File: src/rtl/ex_div_pkg.sv
// Shared EX-stage types for the iterative divider: word types, divider states, defaults.
package ex_div_pkg;

  typedef logic [31:0] Word_t;
  typedef logic        Bit_t;

  localparam Word_t       ZERO_WORD          = 32'h0000_0000;
  localparam int unsigned DIV_CYCLES_DEFAULT = 32;

  typedef enum logic [1:0] {
    DIV_IDLE,
    DIV_ZERO,
    DIV_ON,
    DIV_END
  } Div_state_t;

  // Magnitude of a word: two's-complement absolute value when sgn is set, raw otherwise.
  function automatic Word_t abs_word(input Word_t w, input Bit_t sgn);
    return (sgn && w[31]) ? Word_t'(~w + 32'd1) : w;
  endfunction

endpackage

File: src/rtl/ex_div.sv
// Iterative restoring divider for DIV/DIVU: one quotient bit per cycle, quotient to LO, remainder to HI.
module ex_div
  import ex_div_pkg::*;
#(
  parameter int unsigned DIV_CYCLES = DIV_CYCLES_DEFAULT
) (
  input  logic  clk,
  input  logic  rst,
  input  logic  start,
  input  logic  signed_div,
  input  Word_t dividend,
  input  Word_t divisor,
  input  logic  cancel,
  output Word_t result_lo,
  output Word_t result_hi,
  output logic  ready,
  output logic  stall_req
);

  localparam int unsigned CNT_W = (DIV_CYCLES > 1) ? $clog2(DIV_CYCLES) : 1;
  localparam logic [CNT_W-1:0] CNT_LAST = CNT_W'(DIV_CYCLES - 1);

  Div_state_t       state;
  logic [CNT_W-1:0] cnt;
  logic [64:0]      wreg;   // [64:32] partial remainder, [31:0] dividend shifting out / quotient shifting in
  Word_t            dvs;
  logic             neg_q;
  logic             neg_r;

  logic [33:0]      rem_sh;
  logic             rem_ge;
  logic [32:0]      rem_nxt;
  logic [64:0]      wreg_step;

  // One restoring step: shift in the next dividend bit, subtract the divisor if it fits.
  assign rem_sh    = {wreg[64:32], wreg[31]};
  assign rem_ge    = rem_sh >= {2'b00, dvs};
  assign rem_nxt   = rem_ge ? 33'(rem_sh - {2'b00, dvs}) : rem_sh[32:0];
  assign wreg_step = {rem_nxt, wreg[30:0], rem_ge};

  assign stall_req = start & ~ready & ~cancel;

  always_ff @(posedge clk) begin
    if (rst) begin
      state     <= DIV_IDLE;
      cnt       <= '0;
      wreg      <= '0;
      dvs       <= ZERO_WORD;
      neg_q     <= 1'b0;
      neg_r     <= 1'b0;
      result_lo <= ZERO_WORD;
      result_hi <= ZERO_WORD;
      ready     <= 1'b0;
    end else if (cancel) begin
      state <= DIV_IDLE;
      cnt   <= '0;
      ready <= 1'b0;
    end else begin
      case (state)
        DIV_IDLE: begin
          cnt <= '0;
          if (start) begin
            if (divisor == ZERO_WORD) begin
              // Zeroed working state makes the END fix-up yield 0/0.
              state <= DIV_ZERO;
              wreg  <= '0;
              dvs   <= ZERO_WORD;
              neg_q <= 1'b0;
              neg_r <= 1'b0;
            end else begin
              state <= DIV_ON;
              wreg  <= {33'd0, abs_word(dividend, signed_div)};
              dvs   <= abs_word(divisor, signed_div);
              neg_q <= signed_div & (dividend[31] ^ divisor[31]);
              neg_r <= signed_div & dividend[31];
            end
          end
        end
        DIV_ZERO: state <= DIV_END;
        DIV_ON: begin
          wreg <= wreg_step;
          if (cnt == CNT_LAST) begin
            state <= DIV_END;
          end else begin
            cnt <= cnt + CNT_W'(1);
          end
        end
        DIV_END: begin
          if (!start) begin
            state <= DIV_IDLE;
            ready <= 1'b0;
          end else if (!ready) begin
            result_lo <= neg_q ? Word_t'(~wreg[31:0] + 32'd1) : wreg[31:0];
            result_hi <= neg_r ? Word_t'(~wreg[63:32] + 32'd1) : wreg[63:32];
            ready     <= 1'b1;
          end
        end
        default: state <= DIV_IDLE;
      endcase
    end
  end

endmodule

File: config.mk
export PLATFORM = sky130hd
export DESIGN_NAME = ex_div
export DESIGN_NICKNAME = d
export VERILOG_FILES = /design/src/rtl/ex_div_pkg.sv /design/src/rtl/ex_div.sv
export SDC_FILE = /design/constraint.sdc
export NUM_CORES = 1
export LEC_CHECK = 0
export CELL_PAD_IN_SITES_DETAIL_PLACEMENT = 0
export CELL_PAD_IN_SITES_GLOBAL_PLACEMENT = 1
export CORE_ASPECT_RATIO = 1.75
export CORE_UTILIZATION = 45
export DETAILED_ROUTE_END_ITERATION = 7
export HOLD_SLACK_MARGIN = 0.1
export PLACE_DENSITY_LB_ADDON = 0.1
export SLEW_MARGIN = 20
export SYNTH_ARGS = -nofsm -noshare
export SYNTH_HDL_FRONTEND = slang
export SYNTH_SLANG_ARGS = --single-unit
File: constraint.sdc
create_clock -name clk -period 6.1 [get_ports clk]
set_input_delay 1.22 -clock clk [delete_from_list [all_inputs] [get_ports clk]]
set_output_delay 1.22 -clock clk [all_outputs]
set_load 0.01 [all_outputs]
==> impl_metrics.py <==
metrics = {
    "status": {
        "status": "completed",
    },
    "sta": {
        "final_max_slew_viol_count": 0,
        "finalSetupViolations": 0,
        "period_needed_ns": 4.00,
        "max-slew-margin-rel": 0.342,
        "fin_setup_tns_ns": 0,
        "period_share": 0.655,
        "grt_setup_unrepaired": "false",
        "timing.final.ws_setup_ns": 2.10,
        "hold_violations": 0,
        "max_slew.worst_pin.slew_ns": 0.986,
        "fmax_mhz": 250,
        "clock_skew_ns": 0.00632,
    },
    "route": {
        "vias_per_cell": 5.64,
        "drtIter0Drc": 345,
        "antenna_left": 0,
        "drt-pass1-iter-count": 5,
        "drt_wl_total_mm": 31.5,
        "wire_per_inst_um": 17.6,
        "route.detailed.drc": 0,
        "num_vias": 10100,
    },
    "synthesis": {
        "synthCells": 1382,
        "yosysTopAreaCellShare": 0.323,
        "ys_ff_latch": 171,
        "synthesis.area_um2": 10600,
        "yosysTopAreaCell": "dfxtp_1",
        "synth_edf_count": 0,
        "ys_seq_area_frac": 0.323,
        "yosysUniqueCellTypes": 58,
        "ys.flop_type": "dfxtp_1",
        "syn-num-nets": 1493,
        "syn_avg_cell_area_um2": 7.67,
        "synthArstFlopShare": 0,
        "synth.most_common_cell": "nand2_1",
        "synth_area_leaders": "dfxtp_1, xor2_1, nand2_1",
        "synthTopCellsByCount": "nand2_1, dfxtp_1, nor2_1",
        "ys_warn_count": 0,
    },
    "place": {
        "dp_worst_setup_slack_ns": 2.01,
        "dp.cells": 1755,
        "port_buffers": 134,
        "gp_congestion": 0.905,
        "dp_hpwl_mm": 23.8,
    },
    "clocking": {
        "cts.path.max_buffers": 2,
        "cts-root-buf": "clkbuf_16",
        "clk_pin_slew_ns": 0.07,
        "ctsHoldBuffers": 0,
        "htree_levels": 4,
        "cts_tree": "yes",
        "cts-resized-gates": 0,
        "cts.sinks": 171,
        "worstSkewPairLatency_ns": 0.45,
        "cts_buffers": 17,
        "post_cts_buffers": 0,
    },
    "setup_path": {
        "crit_required_ns": 4.88,
        "critPathLaunchType": "primary input",
        "end_kind": "primary output",
        "cp_max_fo": 7,
        "crit_type": "in2out",
        "cp.arrival_ns": 2.78,
        "r2r.worst_path.cells": 11,
    },
    "hold_path": {
        "min_path_cells": 2,
        "hold_class": "reg2reg",
    },
    "global_route": {
        "grt_max_degree": 83,
        "gr-total-overflow": 0,
        "grt_pass1_wl_mm": 50.5,
        "grt_pass1_vias": 9704,
        "grt_antenna_before_repair": 0,
        "grt_usage": 0.267,
    },
    "die": {
        "start_util": 0.456,
        "die_area_um2": 24200,
        "std_cell_rows": 74,
        "ioPinCount": 135,
        "die_h_um": 205,
        "die_x_um": 118,
        "core_um2": 23200,
    },
    "finish": {
        "diodes": 0,
        "final_layout_size_suffix_gt1_frac": 0.0459,
        "fin_nets": 1581,
        "syn_to_final_growth_pct": 20.2,
        "fin_cells": 1787,
        "final_core_util": 0.548,
    },
    "power": {
        "powerDensity_nw_per_um2": 220,
        "finalPower_mw": 2.81,
        "ir_worst_vdd_mv": 0.205,
        "p_leak_nw": 4.58,
    },
    "run": {
        "drv_cap": 0,
    },
}
[through the flow]
stage               instance area [um2]  hold WS [ns]
finish                            12700         0.460
global route                      12700         0.481
CTS                               12700         0.461
detailed placement                12200         0.450
global placement                  12200         0.442
floorplan                         10600         0.427
[flip-flops by register name, summed over array words and instances (netlist names)]
| register | count |
|---|---|
| ready | 1 |
| cnt | 5 |
| dvs | 32 |
| neg_r | 1 |
| wreg | 65 |
| state | 2 |
| neg_q | 1 |
| result_lo | 32 |
| result_hi | 32 |
[where the power goes]
group	total [mW]	switching (mW)	internal, mW
clock network	1.09	0.477	0.613
registers	1.19	0.0367	1.15
logic	0.531	0.319	0.212
[layout by cell type (no fill, tap or decap), types with 4 or more instances in the layout]
cell type	netlist	layout
a211oi_1	84	84
a21o_1	10	10
a21oi_1	76	76
a22o_1	8	8
a22oi_1	7	7
a311oi_1	8	8
a31oi_1	36	36
and2_1	6	5
and3_1	5	5
buf_4	0	17
clkbuf_16	0	17
clkdlybuf4s50_1	0	133
clkinv_2	0	4
clkinvlp_4	0	4
dfxtp_1	171	170
ha_1	41	41
inv_1	59	59
mux2i_1	17	17
nand2_1	172	172
nand2b_1	5	5
nand3_1	47	47
nand4_1	11	11
nor2_1	155	153
nor2b_1	5	5
nor3_1	23	22
nor4_1	10	10
o211ai_1	5	5
o21a_1	4	4
o21ai_0	82	82
o21ai_1	4	4
o31ai_1	25	25
o41ai_1	14	14
or2_2	5	5
or3_1	17	17
or4_1	11	11
xnor2_1	57	57
xor2_1	87	87
[kinds of logic after synthesis]
group                      after synthesis  share of synthesized area
AOI/OAI and AO/OA                      379                      0.231
xor gates and xnor gates               144                      0.119
adders and majority gates               42                     0.0503
buffers and inverters                  140                     0.0497
DFF                                    171                      0.323
muxes                                   17                     0.0160
and+or+nand+nor                        489                      0.211
[area by class of cell]
| type | instances | area, um2 |
|---|---|---|
| repair buffers | 150 | 1460 |
| well taps | 304 | 380 |
| multi-input cells | 1071 | 6670 |
| clock buffers | 18 | 439 |
| fillers | 2319 | 10500 |
| flip-flops and latches | 171 | 3420 |
| clock inverters | 14 | 145 |
| inverters | 59 | 221 |
[layer usage]
| metal | wire [um] | vias to the layer above | track usage |
|---|---|---|---|
| met2 | 17500 | 199 | 0.526 |
| met1 | 11800 | 4698 | 0.266 |
| met5 | 0 | - | 0 |
| li1 | - | 5108 | - |
| met4 | 1420 | 0 | 0.151 |
| met3 | 737 | 71 | 0.0331 |
[final timing paths]
| path | startpoint | endpoint | slack, ns |
|---|---|---|---|
| worst max-delay path | start | stall_req | 2.10 |
| worst min-delay path | result_lo[15] | result_lo[15] | 0.46 |
| worst max register to register | wreg[42] | wreg[57] | 2.62 |
| worst min register to register | result_lo[15] | result_lo[15] | 0.46 |
[critical path, stage by stage]
cell and delay (ns):
clkdlybuf4s50_1 0.59, nor3b_1 0.36, clkdlybuf4s50_1 0.61
(Power assumes the default switching activity.)
==> RTL change 1, RTL diff (config.mk and constraints unchanged) <==
Make the reset (`rst`) asynchronous in one clocked block.
--- a/src/rtl/ex_div.sv
+++ b/src/rtl/ex_div.sv
@@ -41,5 +41,5 @@
   assign stall_req = start & ~ready & ~cancel;
 
-  always_ff @(posedge clk) begin
+  always_ff @(posedge clk or posedge rst) begin
     if (rst) begin
       state     <= DIV_IDLE;
Function: differs if rst is asserted again (counterexample within 4 cycles, from zero or initial values and one cycle with rst high); with rst held inactive, the same outputs for 4 cycles.
==> RTL change 1 against the original RTL <==
Maximum frequency shrank 9.0%. Final area grew 5.7%. Routed wire length shrank 5.7%. Area after synthesis is 6.1% higher. Sequential cell count did not move. Critical path depth did not move. Count of clock-buffer cells in the layout up 3. Via count decreased by 2.5%. Cell count shrank 0.50%. Setup slack got worse by 390 ps. Clock skew grew 5.2 ps. Critical endpoint unchanged.
Power is not compared: it rests on default switching activity, and its combinational part moved more than twofold at a synthesized area within 25%.
==> RTL change 1: results (changes against the original RTL) <==
* Post-Route Skew at 11.6 ps (was 6.32 ps)
* Pre-CTS WS at 1500 ps (was 2010 ps)
* First-pass GRT wire length at 48.8 mm (was 50.5 mm)
* Placed cell area at 12,800 um^2 (was 12,200 um^2)
* Worst skew pair latency at 450 ps (about the same)
* Peak supply drop at 0.203 mV
* Status: finished, final reports clean (unchanged)
* Commonest cells post-synth: nand2_1, o21ai_0, dfrtp_1 (was nand2_1, dfxtp_1, nor2_1)
* Synth Flop Type: dfrtp_1 (was dfxtp_1)
* Vias in the first global route at 9,490 (was 9,704)
* Syn Nets at 1,474 (was 1,493)
* Maxcap violations at 0 (unchanged)
* Worst Setup SP: cancel (was start)
* Post-CTS sizing at 0 (unchanged)
* Vias per cell at 5.53 (was 5.64)
* Met3 routed WL at 962 um (was 737 um)
* Cell variety after synth at 64 (was 58)
* # diodes at 0 (unchanged)
* Initial DRT Pass Iterations at 5 (unchanged)
* CP peak stage delay at 670 ps (was 610 ps)
* Largest net degree at the start of global routing at 129 (was 83)
* Final wirelength at 29.7 mm (was 31.5 mm)
* Wire length on met2 at 16.1 mm (was 17.5 mm)
* Root buf cell: clkbuf_16 (unchanged)
* Initial drt markers at 511 (was 345)
* Hold path start: result_lo[21] (was result_lo[15])
* Synth area leaders: dfrtp_1, o21ai_0, xor2_1 (was dfxtp_1, xor2_1, nand2_1)
* Crit path max fanout at 12 (was 7)
* Internal power at 3.57 mW
* IO Port Bufs at 134 (unchanged)
* Layout cell share with drive strength beyond 1 at 4.50% (was 4.59%)
* Fin nets at 1,566 (was 1,581)
* Largest Register: wreg (unchanged)
* GRT Overall Usage at 24.5% (was 26.7%)
* Sequential area share after synthesis at 38.0% (was 32.3%)
* CTS Buf Count at 17 (unchanged)
* Slowest cell on crit path: nor3b_1 (was clkdlybuf4s50_1)
* Reg2reg start: wreg[31] (was wreg[42])
* WP data arrival at 3170 ps (was 2780 ps)
* Maximum clock path buffer count at 2 (unchanged)
* Routability cong. at 0.886 (was 0.905)
* Metal-1 WL at 11.5 mm (was 11.8 mm)
* Post-DP HPWL at 22.7 mm (was 23.8 mm)
* Max-slew headroom at 36.6% (was 34.2%)
* Ys async rst share at 100% (was 0%)
RTL change 1: final cells by class:
type	count	area (um^2)
Inverter	57	219
Sequential cell	171	4280
Timing Repair Buffer	146	1430
Multi-Input combinational cell	1062	6530
Clock inverter	9	170
Clock buffer	21	450
Fill cell	2379	11200
Tap cell	312	390
RTL change 1: power groups by stage:
stage | combinational (mW) | sequential [mW] | clock (mW)
4_1_cts | 3.12 | 1.90 | 1.20
6_report | 3.09 | 1.90 | 1.18
2_1_floorplan | 2.20 | 1.85 | 0
3_5_place_dp | 3.11 | 1.92 | 0
5_1_grt | 3.48 | 1.96 | 1.25
3_3_place_gp | 3.08 | 1.91 | 0
RTL change 1: final timing paths:
kind | to | slack [ps] | cells past startpoint
max | stall_req | 1710 | 3
min | result_lo[21] | 470 | 2
max reg2reg | wreg[54] | 1990 | 12
min reg2reg | result_lo[21] | 470 | 2
max in group asynchronous | dvs[23] | 3660 | 3
min in group asynchronous | cnt[2] | 1340 | 2
RTL change 1: metal layers:
metal,track usage (%),vias to the layer above
met5,0,-
met4,10.8,0
met3,4.10,58
met2,45.5,223
met1,26.7,4535
li1,-,5009
RTL change 1: worst min-delay path: cells and delay by family, from the launching register on:
kind               cells  cell delay, ps
AOI/OAI and AO/OA      1              60
DFF                    1             340
and+or+nand+nor        1              40
RTL change 1: through the flow:
step	cells	total power, mW
2_1_floorplan	1363	4.05
3_3_place_gp	1748	4.99
3_5_place_dp	1748	5.04
4_1_cts	1778	6.22
5_1_grt	1778	6.69
6_report	1778	6.17
RTL change 1: cell families after synthesis:
kind of cell / share of synthesized area (%)
compound gates: 22.5
simple gates: 18.0
flops: 38.0
xor+xnor: 11.6
buf+inv: 4.35
fa+ha+maj: 4.73
mux: 0.800
==> RTL change 2, RTL diff (same settings) <==
Without the edit above. Set the package constant `DIV_CYCLES_DEFAULT` to 16 (it was 32).
--- a/src/rtl/ex_div_pkg.sv
+++ b/src/rtl/ex_div_pkg.sv
@@ -6,5 +6,5 @@
 
   localparam Word_t       ZERO_WORD          = 32'h0000_0000;
-  localparam int unsigned DIV_CYCLES_DEFAULT = 32;
+  localparam int unsigned DIV_CYCLES_DEFAULT = 16;
 
   typedef enum logic [1:0] {
Function: same outputs for any inputs over 4 cycles, from zero or initial values and one cycle with rst high; that may be too few to reach the edited logic, so the function may still have changed.
==> RTL change 2 against the original RTL <==
Area after synthesis rose by 0.58%. Sequential cell count shrank 1. Setup slack lost 85 ps. Power grew 5.3%. Routed wire length decreased by 1.2%. Final area is 0.57% higher. Register-to-register slack lost 600 ps. Largest power group unchanged.
==> RTL change 2: results (changes against the original RTL) <==
* Status: finished, final reports clean (unchanged)
* GRT Overall Usage at 26.2% (was 26.7%)
* Post-DP HPWL at 23.3 mm (was 23.8 mm)
* Post-Route Skew at 6.59 ps (was 6.32 ps)
* Global Route met2 Usage at 51.6% (was 52.6%)
* Initial drt markers at 366 (was 345)
* CP delay by family, top: compound AO/OA/AOI/OAI gates (was buffers and inverters)
* Slowest cell on crit path: a21oi_4 (was clkdlybuf4s50_1)
* Layout cell share with drive strength beyond 1 at 4.71% (was 4.59%)
* Maximum clock path buffer count at 2 (unchanged)
* Sequential area share after synthesis at 31.9% (was 32.3%)
* Crit path max fanout at 29 (was 7)
* WP data arrival at 4390 ps (was 2780 ps)
* Routability cong. at 0.901 (was 0.905)
* WL per Instance at 17.4 um (was 17.6 um)
* Largest net degree at the start of global routing at 77 (was 83)
* Fillers at 2,344 (was 2,319)
* Actual slew at the worst max-slew pin at 1050 ps (was 986 ps)
* Fin nets at 1,583 (was 1,581)
* Met3 routed WL at 1.02 mm (was 737 um)
* Static Leak at 4.67 nW (was 4.58 nW)
* Commonest cells post-synth: dfxtp_1, nor2_1, nand2_1 (was nand2_1, dfxtp_1, nor2_1)
* First-pass GRT wire length at 49.6 mm (was 50.5 mm)
* GR Util met1 at 24.5% (was 26.6%)
* Vias in the first global route at 9,866 (was 9,704)
* Syn Nets at 1,502 (was 1,493)
* Cell variety after synth at 64 (was 58)
* Synth area leaders: dfxtp_1, xor2_1, nor2_1 (was dfxtp_1, xor2_1, nand2_1)
* CP peak stage delay at 620 ps
* Peak supply drop at 0.186 mV (was 0.205 mV)
* Via count at 10,100 (about the same)
* Metal-1 WL at 11.1 mm (was 11.8 mm)
RTL change 2: cell type report:
| class | instances | area share [%] |
|---|---|---|
| multi-input combinational | 1087 | 53.0 |
| sequential | 170 | 26.6 |
| timing repair buffer | 143 | 11.0 |
| clock buffer | 22 | 3.78 |
| tap | 304 | 2.97 |
| inverter | 54 | 1.58 |
| clock inverter | 10 | 1.09 |
RTL change 2: worst min-delay path: stages (launching register included):
cell and delay, ps:
dfxtp_1 310, nand2_1 50, a21oi_1 50
RTL change 2: logic make-up (layout without fill, tap and decap cells):
family / Yosys count / in the layout / synth area share, %
simple gates: 498 / 498 / 21.6
buf+inv: 135 / 229 / 4.77
flops: 170 / 170 / 31.9
fa+ha+maj: 41 / 41 / 4.88
compound gates: 393 / 393 / 24.0
mux: 10 / 10 / 0.950
xor+xnor: 145 / 145 / 11.9
RTL change 2: worst paths after layout:
check / from / to / slack [ps] / cells after the start
worst min-delay path: dvs[29] / dvs[29] / 460 / 2
worst max-delay path: wreg[31] / wreg[0] / 2020 / 14
worst min register to register: dvs[29] / dvs[29] / 460 / 2
worst max register to register: wreg[31] / wreg[0] / 2020 / 14
RTL change 2: metrics by stage:
stage	worst slack (ps)	instances	hold WS [ps]	cell area [um^2]	utilization, %
global route	1720	1790	481	12800	54.9
finish	2020	1790	457	12800	54.9
CTS	2040	1790	462	12800	54.9
global placement	1820	1758	447	12200	52.2
detailed placement	1730	1758	452	12200	52.2
floorplan	2760	1392	417	10700	-
RTL change 2: power by group:
part	switching (mW)	leakage [nW]	internal [mW]
combinational	0.371	3.00	0.256
clock	0.470	0.298	0.687
sequential	0.0330	1.38	1.14
total	0.874	4.67	2.08
